## config.mk

```make
export PLATFORM = sky130hd
export DESIGN_NAME = buffer_reader_flat
export DESIGN_NICKNAME = d
export VERILOG_FILES = /design/src/rtl/buffer_reader_if.sv /design/src/rtl/buffer_reader.sv /design/src/flat_wrapper.sv
export SDC_FILE = /design/constraint.sdc
export NUM_CORES = 1
export LEC_CHECK = 0
export ABC_AREA = 1
export BUFFER_PORTS_ARGS = -buffer_cell sky130_fd_sc_hd__buf_2
export CAP_MARGIN = 20
export CORE_MARGIN = 4
export CORE_UTILIZATION = 50
export CTS_CLUSTER_DIAMETER = 50
export DETAILED_ROUTE_END_ITERATION = 10
export GPL_TIMING_DRIVEN = 0
export PLACE_DENSITY = 0.82
export SLEW_MARGIN = 20
export SYNTH_ARGS = -nofsm -noshare
export SYNTH_HDL_FRONTEND = slang
export SYNTH_SLANG_ARGS = --single-unit
```

## constraint.sdc

```tcl
create_clock -name clk -period 4.45 [get_ports clk]
set_input_delay 0.445 -clock clk [delete_from_list [all_inputs] [get_ports clk]]
set_output_delay 0.445 -clock clk [all_outputs]
set_load 0.1 [all_outputs]
```

## src/rtl/buffer_reader_if.sv

```systemverilog
// buffer_reader_if: FIFO-side and stream-side signals of buffer_reader.
// master is the reader, slave is whatever surrounds it.
interface buffer_reader_if #(
    parameter int buffer_width = 64,
    parameter int cnt_width    = 32
);
    logic                    buf_empty;
    logic [buffer_width-1:0] buf_out;
    logic                    buf_consume;
    logic [buffer_width-1:0] out_data;
    logic                    out_valid;
    logic                    out_ready;
    logic                    flush;
    logic                    busy;
    logic [cnt_width-1:0]    word_count;

    modport master (
        input  buf_empty, buf_out, out_ready, flush,
        output buf_consume, out_data, out_valid, busy, word_count
    );

    modport slave (
        output buf_empty, buf_out, out_ready, flush,
        input  buf_consume, out_data, out_valid, busy, word_count
    );
endinterface

```

## src/rtl/buffer_reader.sv

```systemverilog
// buffer_reader: consumer side of the buffer FIFO, re-presents its
// registered read data on a stall-able valid/ready stream.
module buffer_reader #(
    parameter int buffer_width = 64,
    parameter int skid_depth   = 2,
    parameter int cnt_width    = 32
) (
    input  logic            clk,
    input  logic            rst,
    buffer_reader_if.master bus
);
    localparam int CW = $clog2(skid_depth + 1);
    localparam int PW = (skid_depth > 1) ? $clog2(skid_depth) : 1;
    localparam logic [CW:0]   DEPTH = (CW + 1)'(skid_depth);
    localparam logic [PW-1:0] PMAX  = PW'(skid_depth - 1);

    typedef enum logic {RUN, DRAIN} state_t;

    state_t                  state_q;
    logic [CW-1:0]           q_cnt_q;
    logic [CW-1:0]           q_cnt_d;
    logic [PW-1:0]           rd_ptr_q;
    logic [PW-1:0]           wr_ptr_q;
    logic                    inflight_q;
    logic [cnt_width-1:0]    word_count_q;
    logic [buffer_width-1:0] mem_q [skid_depth];

    logic        run;
    logic        pop;
    logic        cap;
    logic [CW:0] occ;

    function automatic logic [PW-1:0] nxt(input logic [PW-1:0] p);
        return (p == PMAX) ? '0 : p + PW'(1);
    endfunction

    // A flush gates the stream in the very cycle it is raised.
    assign run = (state_q == RUN) & ~bus.flush;
    assign pop = bus.out_valid & bus.out_ready;
    assign cap = run & inflight_q;

    // Slots already promised: queued words plus the word in flight,
    // minus the one leaving this cycle.
    assign occ = {1'b0, q_cnt_q}
               + {{CW{1'b0}}, inflight_q}
               - {{CW{1'b0}}, pop};

    assign bus.buf_consume = rst & run & ~bus.buf_empty & (occ < DEPTH);
    assign bus.out_valid   = run & (q_cnt_q != '0);
    assign bus.out_data    = mem_q[rd_ptr_q];
    assign bus.busy        = (q_cnt_q != '0) | inflight_q | (state_q != RUN);
    assign bus.word_count  = word_count_q;

    always_comb begin
        q_cnt_d = q_cnt_q + CW'(cap) - CW'(pop);
    end

    always_ff @(posedge clk or negedge rst) begin
        if (!rst) begin
            state_q      <= RUN;
            q_cnt_q      <= '0;
            rd_ptr_q     <= '0;
            wr_ptr_q     <= '0;
            inflight_q   <= 1'b0;
            word_count_q <= '0;
            for (int i = 0; i < skid_depth; i++) begin
                mem_q[i] <= '0;
            end
        end else begin
            inflight_q <= bus.buf_consume;
            if (pop) begin
                word_count_q <= word_count_q + cnt_width'(1);
            end
            unique case (state_q)
                RUN: begin
                    if (bus.flush) begin
                        state_q  <= DRAIN;
                        q_cnt_q  <= '0;
                        rd_ptr_q <= '0;
                        wr_ptr_q <= '0;
                    end else begin
                        if (cap) begin
                            mem_q[wr_ptr_q] <= bus.buf_out;
                            wr_ptr_q        <= nxt(wr_ptr_q);
                        end
                        if (pop) begin
                            rd_ptr_q <= nxt(rd_ptr_q);
                        end
                        q_cnt_q <= q_cnt_d;
                    end
                end
                DRAIN: begin
                    q_cnt_q  <= '0;
                    rd_ptr_q <= '0;
                    wr_ptr_q <= '0;
                    if (!bus.flush && !inflight_q) begin
                        state_q <= RUN;
                    end
                end
            endcase
        end
    end
endmodule
```

## src/flat_wrapper.sv

```systemverilog
// flat-port wrapper written by rule: the top's interface ports become plain ports
module buffer_reader_flat 
#(
    parameter int buffer_width = 64,
    parameter int skid_depth   = 2,
    parameter int cnt_width    = 32
)
  (clk, rst, bus_buf_empty, bus_buf_out, bus_out_ready, bus_flush, bus_buf_consume, bus_out_data, bus_out_valid, bus_busy, bus_word_count);
  buffer_reader_if #(.buffer_width(buffer_width), .cnt_width(cnt_width)) bus_i ();
  input  logic clk;
  input  logic rst;
  input wire logic [$bits(bus_i.buf_empty)-1:0] bus_buf_empty;
  input wire logic [$bits(bus_i.buf_out)-1:0] bus_buf_out;
  input wire logic [$bits(bus_i.out_ready)-1:0] bus_out_ready;
  input wire logic [$bits(bus_i.flush)-1:0] bus_flush;
  output wire logic [$bits(bus_i.buf_consume)-1:0] bus_buf_consume;
  output wire logic [$bits(bus_i.out_data)-1:0] bus_out_data;
  output wire logic [$bits(bus_i.out_valid)-1:0] bus_out_valid;
  output wire logic [$bits(bus_i.busy)-1:0] bus_busy;
  output wire logic [$bits(bus_i.word_count)-1:0] bus_word_count;
  assign bus_i.buf_empty = bus_buf_empty;
  assign bus_i.buf_out = bus_buf_out;
  assign bus_i.out_ready = bus_out_ready;
  assign bus_i.flush = bus_flush;
  assign bus_buf_consume = bus_i.buf_consume;
  assign bus_out_data = bus_i.out_data;
  assign bus_out_valid = bus_i.out_valid;
  assign bus_busy = bus_i.busy;
  assign bus_word_count = bus_i.word_count;
  buffer_reader #(.buffer_width(buffer_width), .skid_depth(skid_depth), .cnt_width(cnt_width)) u_core (.clk(clk), .rst(rst), .bus(bus_i));
endmodule
```

==> results.yml, run 1 <==
synthesis:
  synth_area_um2: 7570
  yosys_warnings: 0
  synth_nets: 888
  yosys.area.top_type: "dfrtp_1"
  syn_avg_cell_area_um2: 9.30
  synth_area_leaders: "dfrtp_1, nand2_1, mux2_2"
  ys_async_sr_fraction_pct: 100
  synth_top_area_share_pct: 54.9
  ys_types: 27
  synth_edf_count: 0
  synth_ff_type: "dfrtp_1"
  ys_top_cells_by_count: "nand2_1, dfrtp_1, o21ai_1, inv_1, mux2_2"
  synthCells: 814
  yosysSeqAreaShare_pct: 54.9
  ys_seq_elements: 166
  synth.most_common_cell: "nand2_1"
sta:
  hold_ws_ps: 187
  rsz0062_at_grt: "no"
  worst_pin_slew_ps: 611
  finalSetupViolCount: 0
  fin_crit_sh_pct: 85.2
  drv_slew: 0
  relSlewSlack_pct: 59.3
  finalSetupTns_ps: 0
  hold_violations: 0
  skew_ps: 10.3
  fmax_ghz: 0.264
  final.min_clock_period_ps: 3790
clock_network:
  cts.sinks: 166
  ctsResizeCount: 0
  clock_latency_ps: 430
  cts_tree: "yes"
  clockBufferDepth: 2
  cts_root_buffer: "clkbuf_16"
  numCtsBuffers: 17
  htreeDepth: 4
  path_clk_slew_ps: 60
layout:
  fill_cells: 1222
  postLayoutCellArea_um2: 9300
  drive_above_1_share_pct: 30.8
  area_delta_synth_final_pct: 22.8
  final_nets: 1076
  fin_util_pct: 63.2
  final_cells: 1200
floorplanning:
  initial_core_util_pct: 51.5
  design.core.area_um2: 14700
  die_y_um: 131
  rows: 44
  dieWidth_um: 131
  io-pin-count: 168
  die_area_um2: 17200
grt:
  grt-ovfl-total: 0
  grt_start_max_net_pins: 104
  grt_usage_pct: 21.6
  grt_antenna_before_repair: 0
  grt_pass1_vias: 6080
  grt_pass1_wl_um: 29000
setup_path:
  ff2ff_setup_slack_ps: 1920
  cp.required_ps: 4010
  cpPeakStageDelay_ps: 490
  r2r_cells: 10
  crit_slowest_cell: "buf_2"
  crit_path_start_kind: "flop"
  r2r-start: "u_core.state_q"
  crit_fanout: 10
  cp_cell_sequence: "nor2_4 -> nand3_4 -> buf_6 -> inv_1 -> ha_1 -> inv_1 -> nand2_1 -> fa_1 -> nand2_1 -> nor4_2 -> buf_2"
  cp_data_arrival_time_ps: 3350
  cp-end-kind: "output port"
  path_class: "flop to output port"
  rr_endpoint: "u_core.inflight_q"
placed_design:
  numPortBuffers: 167
  hpwl_um: 12900
  postPlaceCellArea_um2: 8680
  dpl.cell_count: 1166
  gp_congestion: 0.857
worst_hold_path:
  hold_path.startpoint: "bus_buf_empty"
  hold_depth: 2
  min_path_type: "input port to flop"
  holdPathEnd: "u_core.inflight_q"
detailed_routing:
  post_drt_wl_per_cell_um: 14.7
  routed_wl_um: 17600
  vias: 6106
  vias_per_cell: 5.09
  ant_nets: 0
  firstDrtPassIters: 5
  drt-initial-drc-count: 375
  drc_errors: 0
run:
  max_cap_viol_count: 0
pwr:
  switching_share_pct: 38.4
  clkPwrFrac_pct: 33.9
  leakage_uw: 0.00492
  worst_ir_drop_vdd_mv: 0.499
  power.switching_uw: 1680
  intPower_uw: 2700
  p_seq_share_pct: 38.3
  p_per_area_nw_per_um2: 472
  p_comb_share_pct: 27.8
outcome:
  outcome: "finished clean"
[per-stage QoR]
stage               worst slack (ps)  total power (uW)
floorplan                        306              2710
global placement                -345              2910
detailed placement               897              2930
CTS                              598              4420
global route                     486              4550
finish                           659              4390
[how the worst max path moves through the flow]
stage	startpoint	end	slack, ps
6_report	u_core.state_q	bus_buf_consume	660
2_1_floorplan	bus_flush	bus_buf_consume	310
3_3_place_gp	rst	bus_buf_consume	-350
5_1_grt	u_core.state_q	bus_buf_consume	490
4_1_cts	u_core.state_q	bus_buf_consume	600
3_5_place_dp	bus_flush	bus_buf_consume	900
[layout by cell type (no fill, tap or decap), drive strengths merged]
cell	n
dfrtp	166
xor2	13
clkinvlp	3
a21oi	1
clkbuf	21
diode	1
ha	4
dlygate4sd3	1
inv	104
nor3	5
nand3b	1
mux2	64
buf	201
clkinv	2
nand3	15
nor4	1
and2	1
bufinv	2
xnor2	8
nand4	3
fa	1
nand2	223
nor2	42
o21ai	133
[cell families (layout without fill, tap and decap cells)]
logic type               after synthesis  after routing  synth area share [%]
AO/OA/AOI/OAI                        134            134                  8.86
adder cells (fa/ha/maj)                5              5                 0.925
multiplexers                          64             64                  9.52
XOR/XNOR                              21             21                  2.43
AND/OR/NAND/NOR                      291            291                  16.1
buffers and inverters                133            334                  7.30
other                                  0              1                     0
flip-flops                           166            166                  54.9
[critical path: cells and delay by family, from the launching register on]
kind / cells / cell delay [ps]
adders and majority gates: 2 / 740
and+or+nand+nor: 5 / 830
buffers and inverters: 4 / 930
DFF: 1 / 420
[per-layer routing]
layer  vias to the layer above  routed length (um)  GRT usage [%]  share of wire [%]
met5                         -                   0              0                  0
met4                         0                 314           6.84                1.8
met3                        27                1390           6.85                7.9
met2                       198                8450           34.9                 48
met1                      2898                7490           27.7                 42
li1                       2983                   -              -                  -
[power groups by stage]
stage	Combinational, uW	Clock (uW)	Sequential [uW]
global placement	1210	0	1700
finish	1220	1490	1680
CTS	1230	1520	1680
floorplan	1020	0	1690
global route	1280	1580	1690
detailed placement	1220	0	1700
[area by class of cell]
cell class                      count  area [um^2]  area share, %
Inverter                           97          364           3.92
Antenna cell                        1         2.50         0.0269
Tap cell                          184          230           2.48
Clock inverter                     14          163           1.75
Buffer                             36          189           2.03
Timing Repair Buffer              169          883           9.50
Clock buffer                       18          439           4.72
Multi-Input combinational cell    515         2870           30.9
Sequential cell                   166         4150           44.7
[sequential cells by signal, indices dropped and copies added, names as in the netlist]
signal                 count
u_core.wr_ptr_q            1
u_core.inflight_q          1
u_core.rd_ptr_q            1
u_core.mem_q             128
u_core.state_q             1
u_core.bus.word_count     32
u_core.q_cnt_q             2
[timing repair]
action                                 CTS  global route
endpoints found under the hold margin   63             0
setup buffers                            0             0
hold buffers                             1             0
No activity file was read; power rests on OpenSTA's default activity.
==> run 2, diff against run 1 <==
Settings changed: CORE_UTILIZATION 50 to 49, PLACE_DENSITY 0.82 to 0.84, SLEW_MARGIN 20 to default.
Clock period 4.45 ns to 3 ns, I/O delays scaled along.
==> results.yml, run 2 (synthesis results as in run 1) <==
outcome:
  outcome: "finished clean"
floorplanning:
  die_y_um: 132
  initial_core_util_pct: 50.0
  dieWidth_um: 132
  rows: 45
  io-pin-count: 168
  die_area_um2: 17500
  design.core.area_um2: 15100
setup_path:
  rr_endpoint: "u_core.inflight_q"
  r2r-start: "u_core.state_q"
  r2r_cells: 10
  path_class: "flop to output port"
  cp_data_arrival_time_ps: 2610
  cp.required_ps: 2700
  cp-end-kind: "output port"
  crit_path_start_kind: "flop"
  crit_fanout: 2
  ff2ff_setup_slack_ps: 860
sta:
  final.min_clock_period_ps: 2910
  hold_ws_ps: 124
  drv_slew: 0
  rsz0062_at_grt: "yes"
  finalSetupViolCount: 0
  hold_violations: 0
  finalSetupTns_ps: 0
  fin_crit_sh_pct: 97.0
  skew_ps: 9.75
  layout_setup_ws_ps: 88.8
  fmax_ghz: 0.344
  relSlewSlack_pct: 57.0
  worst_pin_slew_ps: 645
detailed_routing:
  post_drt_wl_per_cell_um: 15.2
  vias: 6334
  drt-initial-drc-count: 313
  routed_wl_um: 18500
  ant_nets: 0
  vias_per_cell: 5.22
  firstDrtPassIters: 5
  drc_errors: 0
grt:
  grt_antenna_before_repair: 2
  grt_pass1_wl_um: 30600
  grt-ovfl-total: 0
  grt_start_max_net_pins: 86
  grt_pass1_vias: 6299
  grt_usage_pct: 21.5
layout:
  final_cells: 1213
  regMostFlops: "u_core.mem_q"
  final_common_cell: "nand2_1"
  area_delta_synth_final_pct: 24.2
  final_nets: 1085
  largest_reg_flops: 128
  drive_above_1_share_pct: 32.1
  most-common-layout-cells: "nand2_1, buf_2, dfrtp_1, o21ai_1, inv_1"
  fill_cells: 1217
  fin_util_pct: 62.1
pwr:
  leakage_uw: 0.00496
  p_per_area_nw_per_um2: 692
  worst_ir_drop_vdd_mv: 0.500
clock_network:
  cts.sinks: 166
  clockBufferDepth: 2
  path_clk_slew_ps: 70
  cts_tree: "yes"
  numCtsBuffers: 17
  htreeDepth: 4
  cts_root_buffer: "clkbuf_16"
  clock_latency_ps: 430
placed_design:
  gp_congestion: 0.883
  dpl.cell_count: 1170
  hpwl_um: 13000
  dp_slack_ps: -92.8
  numPortBuffers: 167
worst_hold_path:
  hold_depth: 3
  hold_path.startpoint: "bus_buf_out[57]"
  holdPathEnd: "u_core.mem_q[57]"
  min_path_type: "input port to flop"
run:
  max_cap_viol_count: 0
## run 2: changes by cell type in the layout (fill, tap and decap cells not counted), sizes merged
cell,change
inv,-1
buf,+9
clkbuf,-1
clkinvlp,-1
clkinv,+3
## run 2: cell type report
| type | count | area (um^2) | share of cell area (%) |
|---|---|---|---|
| tap | 188 | 235 | 2.50 |
| clock buffer | 17 | 425 | 4.52 |
| multi-input combinational | 515 | 2900 | 30.8 |
| clock inverter | 15 | 168 | 1.78 |
| timing repair buffer | 179 | 970 | 10.3 |
| sequential | 166 | 4150 | 44.2 |
| inverter | 97 | 369 | 3.93 |
| buffer | 35 | 178 | 1.89 |
| antenna | 1 | 2.50 | 0.0266 |
## run 2: critical path: stages, from the launching register on
cell and delay (ps):
dfrtp_1 410, nor2_4 160, nand3_4 100, inv_4 80, ha_4 190, inv_4 50, nand2_2 40, fa_1 490
nand2_2 70, nor4_4 330, buf_6 270
## run 2: power by group
group	switching [uW]	leakage, uW	internal [uW]
registers	88.5	0.00225	2400
logic	1480	0.00242	339
clock network	947	0.000290	1250
total	2520	0.00496	3990
## run 2: worst max path at each step
stage	start	endpoint	slack, ps	cells past startpoint
2_1_floorplan	u_core.state_q	bus_buf_consume	-270	10
3_3_place_gp	rst	bus_buf_consume	-1410	4
3_5_place_dp	u_core.state_q	bus_buf_consume	-90	11
4_1_cts	u_core.state_q	bus_buf_consume	50	10
5_1_grt	u_core.state_q	bus_buf_consume	-30	10
6_report	u_core.state_q	bus_buf_consume	90	10
## run 2: routing by layer
metal,wire (um),global-route usage [%]
met5,20,0
met4,380,7.39
met1,7800,27.9
met2,8990,35.7
met3,1270,5.11
## run 2: what timing repair did
action	in CTS	in global routing
resized for setup	4	2
buffers inserted	5	5
pin swaps	3	4
endpoints found under the hold margin	82	0
setup endpoints to repair	1	1
hold buffers	1	0
## run 2: per-stage QoR
stage	total power, uW	cell area [um^2]
detailed placement	4340	8720
floorplan	4020	7610
global placement	4320	8680
finish	6510	9400
global route	6730	9400
CTS	6550	9350
==> run 3, diff against run 2 <==
--- a/constraint.sdc
+++ b/constraint.sdc
@@ -3,2 +3,2 @@
 set_output_delay 0.3 -clock clk [all_outputs]
-set_load 0.1 [all_outputs]
+set_load 0.005 [all_outputs]
==> results.yml, run 3 (synthesis results as in run 1) <==
setup_path:
  crit_path_start_kind: "flop"
  rr_endpoint: "u_core.inflight_q"
  cp.required_ps: 2700
  r2r-start: "u_core.q_cnt_q[1]"
  cp_data_arrival_time_ps: 2510
  r2r_cells: 10
  path_class: "flop to output port"
  crit_fanout: 3
  ff2ff_setup_slack_ps: 970
  cp-end-kind: "output port"
clock_network:
  cts_root_buffer: "clkbuf_16"
  clockBufferDepth: 2
  path_clk_slew_ps: 60
  htreeDepth: 4
  cts_tree: "yes"
  clock_latency_ps: 430
  cts.sinks: 166
  numCtsBuffers: 17
placed_design:
  dpl.cell_count: 1170
  numPortBuffers: 167
  hpwl_um: 12900
  gp_congestion: 0.901
detailed_routing:
  ant_nets: 0
  vias_per_cell: 5.13
  routed_wl_um: 18400
  post_drt_wl_per_cell_um: 15.2
  drt-initial-drc-count: 403
  vias: 6212
  firstDrtPassIters: 5
  drc_errors: 0
floorplanning:
  die_y_um: 132
  initial_core_util_pct: 50.0
  rows: 45
  dieWidth_um: 132
  design.core.area_um2: 15100
  io-pin-count: 168
  die_area_um2: 17500
worst_hold_path:
  holdPathEnd: "u_core.inflight_q"
  hold_depth: 2
  hold_path.startpoint: "bus_buf_empty"
  min_path_type: "input port to flop"
sta:
  skew_ps: 17.6
  worst_pin_slew_ps: 619
  final.min_clock_period_ps: 2810
  hold_violations: 0
  rsz0062_at_grt: "no"
  fin_crit_sh_pct: 93.7
  drv_slew: 0
  finalSetupViolCount: 0
  relSlewSlack_pct: 58.8
  fmax_ghz: 0.356
layout:
  fill_cells: 1227
  largest_reg_flops: 128
  regMostFlops: "u_core.mem_q"
  multi_input_area_um2: 2890
  final_cells: 1212
  fin_util_pct: 62.0
  most-common-layout-cells: "nand2_1, buf_2, dfrtp_1, o21ai_1, inv_1"
  regArea_um2: 4150
  final_nets: 1085
  area_delta_synth_final_pct: 23.9
  num_antenna_cells: 0
  final_common_cell: "nand2_1"
  drive_above_1_share_pct: 32.0
run:
  max_cap_viol_count: 0
grt:
  grt_start_max_net_pins: 90
  grt-ovfl-total: 0
  grt_usage_pct: 21.4
  grt_pass1_wl_um: 30200
  grt_antenna_before_repair: 2
  grt_pass1_vias: 6321
outcome:
  outcome: "finished clean"
pwr:
  worst_ir_drop_vdd_mv: 0.474
  leakage_uw: 0.00494
  p_per_area_nw_per_um2: 570
==> run 3: stage by stage <==
| step | TNS, ps | worst slack, ps | total power [uW] | instance area [um^2] | hold WS, ps |
|---|---|---|---|---|---|
| after floorplan | 0 | 473 | 2830 | 7570 | 4.41 |
| after global placement | -140740 | -1160 | 3140 | 8640 | 462 |
| after detailed placement | -8.50 | -8.50 | 3170 | 8680 | 312 |
| after CTS | -10.6 | -10.6 | 5400 | 9380 | 29.7 |
| after global routing | 0 | 58.8 | 5590 | 9390 | 22.1 |
| final | 0 | 188 | 5350 | 9390 | 42.9 |
==> run 3: what timing repair did <==
item / 4_1_cts / 5_1_grt
buffers inserted: 7 / 3
endpoints found under the setup margin: 1 / 1
endpoints found under the hold margin: 77 / 0
hold buffers: 1 / 0
pin swaps: 3 / 5
gates resized for setup: 8 / 0
==> run 3: worst max path at each step <==
stage	slack, ps	start	cells after the start	to
finish	190	u_core.q_cnt_q[1]	11	bus_buf_consume
CTS	-10	u_core.state_q	11	bus_buf_consume
global route	60	u_core.q_cnt_q[1]	11	bus_buf_consume
detailed placement	-8	bus_flush	12	bus_buf_consume
global placement	-1160	rst	4	bus_buf_consume
floorplan	470	u_core.state_q	10	bus_buf_consume
==> run 3: cell type report <==
cell class	count	area share (%)
clock inverter	14	1.75
inverter	97	3.92
buffer	35	1.89
sequential	166	44.3
timing repair buffer	179	10.2
tap	188	2.51
multi-input combinational	515	30.8
clock buffer	18	4.68
==> run 3: report_power, final <==
part | total (uW) | internal [uW] | switching (uW)
logic | 644 | 334 | 310
clock network | 2220 | 1270 | 949
registers | 2490 | 2400 | 86.4
==> run 3: layer usage <==
metal / global-route usage, % / wire (um) / share of wire [%] / vias to the layer above
met4: 6.52 / 350 / 1.9 / 4
met5: 0 / 22 / 0.12 / -
met2: 35.8 / 9050 / 49 / 182
met3: 6.83 / 1260 / 6.9 / 33
li1: - / - / - / 2987
met1: 26.7 / 7700 / 42 / 3006
==> run 3: critical path: stages (launching register included) <==
cell and delay [ps]:
dfrtp_1 380, inv_2 70, nand2_2 70, nand3_4 90
clkinvlp_4 130, ha_4 230, inv_2 60, nand2_2 50
fa_1 470, nand2_1 70, nor4_2 310, buf_2 160
